### config.mk
export PLATFORM = sky130hd
export DESIGN_NAME = prio_arbiter8
export DESIGN_NICKNAME = d
export VERILOG_FILES = /design/src/rtl/prio_arbiter8.sv
export SDC_FILE = /design/constraint.sdc
export NUM_CORES = 1
export LEC_CHECK = 0
export ABC_AREA = 1
export CORE_ASPECT_RATIO = 1.5
export CORE_MARGIN = 3
export CORE_UTILIZATION = 50
export CTS_CLUSTER_SIZE = 14
export DETAILED_ROUTE_END_ITERATION = 10
export GPL_TIMING_DRIVEN = 0
export PLACE_DENSITY = 0.78
export SLEW_MARGIN = 30
export SYNTH_ARGS = -nofsm -noshare
export SYNTH_HDL_FRONTEND = slang
export SYNTH_SLANG_ARGS = --single-unit
### constraint.sdc
create_clock -name clk -period 2.8 [get_ports clk]
set_input_delay 0.28 -clock clk [delete_from_list [all_inputs] [get_ports clk]]
set_output_delay 0.28 -clock clk [all_outputs]
set_load 0.01 [all_outputs]
### src/rtl/prio_arbiter8.sv
// Eight-requester arbiter: highest-index fixed priority or round-robin, with grant
// ownership, a maximum-hold timeout and a one-arbitration mask for the timed-out owner.
module prio_arbiter8 #(
   parameter int MAX_HOLD = 16
) (
   input  logic       clk,
   input  logic       rst,
   input  logic [7:0] req,
   input  logic       rr_en,
   output logic [7:0] grant,
   output logic [2:0] grant_id,
   output logic       grant_valid,
   output logic       timeout
);

   localparam int            CW        = $clog2(MAX_HOLD);
   localparam logic [CW-1:0] HOLD_LAST = CW'(MAX_HOLD - 1);

   typedef enum logic {
      S_IDLE,
      S_GRANT
   } state_t;

   state_t        state_q, state_d;
   logic [7:0]    grant_q, grant_d;
   logic [2:0]    grant_id_q, grant_id_d;
   logic          timeout_q, timeout_d;
   logic [7:0]    mask_q, mask_d;
   logic [2:0]    last_id_q, last_id_d;
   logic [CW-1:0] hold_cnt_q, hold_cnt_d;

   logic [7:0]    eff_req;
   logic          pick_found;
   logic [2:0]    pick_id;
   logic [2:0]    rr_idx;

   // Winner selection over the effective request; only consumed in IDLE.
   always_comb begin
      eff_req    = req & ~mask_q;
      pick_found = |eff_req;
      pick_id    = '0;
      rr_idx     = '0;
      if (!rr_en) begin
         for (int i = 0; i < 8; i++) begin
            if (eff_req[i]) pick_id = 3'(i);
         end
      end else begin
         // Walk last_id-1, last_id-2, ... wrapping, ending on last_id itself.
         for (int i = 8; i >= 1; i--) begin
            rr_idx = last_id_q - 3'(i);
            if (eff_req[rr_idx]) pick_id = rr_idx;
         end
      end
   end

   always_comb begin
      state_d    = state_q;
      grant_d    = grant_q;
      grant_id_d = grant_id_q;
      timeout_d  = 1'b0;
      mask_d     = mask_q;
      last_id_d  = last_id_q;
      hold_cnt_d = hold_cnt_q;
      case (state_q)
         S_IDLE: begin
            mask_d = '0;
            if (pick_found) begin
               grant_d    = 8'b1 << pick_id;
               grant_id_d = pick_id;
               last_id_d  = pick_id;
               hold_cnt_d = '0;
               state_d    = S_GRANT;
            end
         end
         S_GRANT: begin
            hold_cnt_d = hold_cnt_q + 1'b1;
            if (!req[grant_id_q]) begin
               grant_d = '0;
               state_d = S_IDLE;
            end else if (hold_cnt_q == HOLD_LAST) begin
               grant_d   = '0;
               timeout_d = 1'b1;
               mask_d    = grant_q;
               state_d   = S_IDLE;
            end
         end
         default: begin
            grant_d = '0;
            state_d = S_IDLE;
         end
      endcase
   end

   always_ff @(posedge clk) begin
      if (rst) begin
         state_q    <= S_IDLE;
         grant_q    <= '0;
         grant_id_q <= '0;
         timeout_q  <= 1'b0;
         mask_q     <= '0;
         last_id_q  <= '0;
         hold_cnt_q <= '0;
      end else begin
         state_q    <= state_d;
         grant_q    <= grant_d;
         grant_id_q <= grant_id_d;
         timeout_q  <= timeout_d;
         mask_q     <= mask_d;
         last_id_q  <= last_id_d;
         hold_cnt_q <= hold_cnt_d;
      end
   end

   assign grant       = grant_q;
   assign grant_id    = grant_id_q;
   assign grant_valid = |grant_q;
   assign timeout     = timeout_q;

endmodule

==> results.py <==
metrics = {
    "clock_network": {
        "clock_latency_ps": 260,
        "cts-htree-levels": 1,
        "cts_tree": "yes",
        "clk_path_buf_depth": 2,
        "clkSlewWorstSetupHoldPaths_ps": 80,
        "clock-root-buffer": "clkbuf_8",
        "cts_sinks": 25,
        "cts_buffers": 3,
        "cts_setup_buffers": 0,
    },
    "timing": {
        "max-slew-margin-rel": 0.696,
        "finalSetupTns_ps": 0,
        "finalClockSkew_ps": 3.39,
        "period_share": 0.865,
        "report.final.slew_viol_count": 0,
        "setup_violations": 0,
        "fin_crit_ps": 2420,
        "rsz0062_at_grt": "no",
        "worst_pin_slew_ps": 456,
        "hold_viol_final": 0,
        "fmax_ghz": 0.413,
    },
    "yosys": {
        "ys_seq_elements": 25,
        "syn_nets": 327,
        "yosysWarnings": 0,
        "yosysTopAreaCell": "dfxtp_1",
        "synth.area.top_cells": "dfxtp_1 26%, nand2_1 17%, nand3_1 12%, inv_1 7.5%, a21oi_1 7.1%",
        "syn_area_um2": 1910,
        "synth-edff-count": 0,
        "syn-mean-instance-area_um2": 6.09,
        "synth_cells": 313,
        "ys_async_sr_fraction": 0,
        "synth_top_area_share": 0.262,
        "ys_types": 32,
        "synth_flop_cell": "dfxtp_1",
        "yosysSeqAreaShare": 0.262,
        "synth_common_cells": "84 x nand2_1, 44 x nand3_1, 38 x inv_1, 27 x a21oi_1",
        "synth.most_common_cell": "nand2_1",
    },
    "grt": {
        "grt-ovfl-total": 0,
        "track_usage": 0.233,
        "grt_max_degree": 16,
        "antenna_found_initial": 0,
        "first_global_vias": 2044,
        "grt_pass1_wl_mm": 8.65,
    },
    "cells_and_area": {
        "fill_cells": 343,
        "area_growth_pct": 18.1,
        "finish.utilization": 0.635,
        "nets": 355,
        "drive_gt1_frac": 0.129,
        "diodes": 0,
        "stdcell_count": 382,
    },
    "floorplan": {
        "die-width_um": 56.4,
        "row_count": 26,
        "die_area_um2": 4610,
        "core_area_um2": 3550,
        "start_util": 0.538,
        "io-pin-count": 24,
        "die_h_um": 81.6,
    },
    "setup_path": {
        "crit_arrival_ps": 2620,
        "path_cells": "buf_4 -> inv_4 -> ha_4 -> inv_2 -> nand3_1 -> and2_1 -> nand2_1 -> nand2_2 -> inv_2 -> nand2_1 -> nand2_1 -> nand2_1 -> nand2_1 -> nand2_1 -> nand2_1 -> nand3_2 -> nand2_2 -> nor2_4 -> nand3_1 -> a21oi_1",
        "startpoint_type": "flop",
        "slowest_stage": "dfxtp_1",
        "reg2reg_from": "last_id_q[1]$_SDFFE_PP0P_",
        "cp.required_ps": 3000,
        "path_max_fanout": 8,
        "crit_family": "simple AND/OR/NAND/NOR gates",
        "max_stage_delay_ps": 370,
        "crit_path_start": "last_id_q[1]$_SDFFE_PP0P_",
        "criticalPathCategory": "reg2reg",
        "cp_common_cell": "nand2_1",
        "crit_buf_inv": 4,
        "end_kind": "flop",
    },
    "power": {
        "powerDensity_nw_per_um2": 798,
        "vdd_drop_max_mv": 0.598,
        "p_leak_uw": 0.00104,
    },
    "placement": {
        "dp_hpwl_mm": 4.16,
        "dp_cells": 378,
        "gp_congestion": 0.942,
        "numPortBuffers": 23,
    },
    "drt": {
        "drtIter0Drc": 83,
        "final_antenna_net_count": 0,
        "first_pass_iters": 4,
        "vias": 2021,
        "drc": 0,
        "routed_wl_mm": 4.98,
        "vias_per_cell": 5.29,
        "wl_per_cell_um": 13.0,
    },
    "status": {
        "outcome": "finished clean",
    },
    "hold_path": {
        "worstHoldStart": "hold_cnt_q[1]$_SDFFE_PP0P_",
        "hp-class": "reg2reg",
    },
    "flow_run": {
        "maxCapViolCount": 0,
    },
}
state kept, by name, indices dropped and copies added, names as in the netlist:
signal / count
grant: 8
hold_cnt_q: 4
last_id_q: 3
mask_q: 8
state_q: 1
timeout: 1
report_power, final:
group	leakage [µW]	total (µW)	switching, µW	internal [µW]
clock	0.0000217	210	109	101
combinational	0.000815	1170	730	436
sequential	0.000204	421	32.8	388
worst paths after layout:
kind,cells past startpoint,slack (ps),end
max,20,380,grant[5]$_SDFFE_PP0P_
min,2,490,hold_cnt_q[1]$_SDFFE_PP0P_
max reg2reg,20,380,grant[5]$_SDFFE_PP0P_
min reg2reg,2,490,hold_cnt_q[1]$_SDFFE_PP0P_
cell type report:
type / count / area, µm² / share of cell area
timing repair buffer: 23 / 230 / 0.102
inverter: 48 / 183 / 0.0811
multi-input combinational: 234 / 1190 / 0.527
tap: 42 / 52.6 / 0.0233
clock inverter: 1 / 7.51 / 0.00333
buffer: 6 / 48.8 / 0.0217
sequential: 25 / 502 / 0.223
clock buffer: 3 / 41.3 / 0.0183
worst min-delay path: stages, from the launching register on:
cell and delay [ps]:
dfxtp_1 330, nand2_1 70, a21oi_1 50
through the flow:
stage | cell area (µm²) | hold WS [ps] | total power [µW] | worst slack, ps
after floorplan | 1910 | 349 | 1280 | 512
final | 2250 | 489 | 1800 | 378
after global routing | 2250 | 524 | 1970 | 81.6
after CTS | 2240 | 491 | 1780 | 173
after detailed placement | 2190 | 477 | 1570 | 200
after global placement | 2190 | 475 | 1570 | 223
layout by cell type (no fill, tap or decap):
cell type        count
a21oi_1             27
clkbuf_8             3
inv_2                8
ha_4                 1
or2_2                1
nand4_1              1
dfxtp_1             24
o211ai_1             1
a31oi_1              1
buf_6                3
o21a_1               1
nor2_4               1
nand3_1             44
xor2_2               1
buf_4                1
nand3_2              9
clkbuf_1             2
a32o_1               1
nand2_1             84
inv_1               38
a21boi_0             1
nor4_1               2
nand2_2              9
inv_4                1
dfxtp_2              1
xnor2_2              1
nand2_4              1
clkinvlp_4           1
a32oi_1              1
and2_1               1
nor3_1               1
clkdlybuf4s50_1     23
clkinv_1             1
nor2_2               2
o21ai_0             15
ha_1                 2
nor2_1              25
kinds of logic after synthesis:
group,Yosys count,share of synthesized area
fa+ha+maj,3,0.0197
compound gates,48,0.135
flops,25,0.262
simple gates,181,0.444
buf+inv,54,0.121
xor+xnor,2,0.0171
layer usage:
layer	up-vias	global-route usage	wire (µm)
li1	1065	-	-
met1	893	0.243	1990
met2	46	0.479	2710
met3	17	0.0110	119
met4	0	0.0879	156
met5	-	0	0
repair_timing:
action                                 CTS  global route
setup endpoints to repair                0            10
gates resized for setup                  0             3
endpoints found under the hold margin    0             0
hold buffers                             0             0
Note: power is estimated with default switching activity, not from simulation.
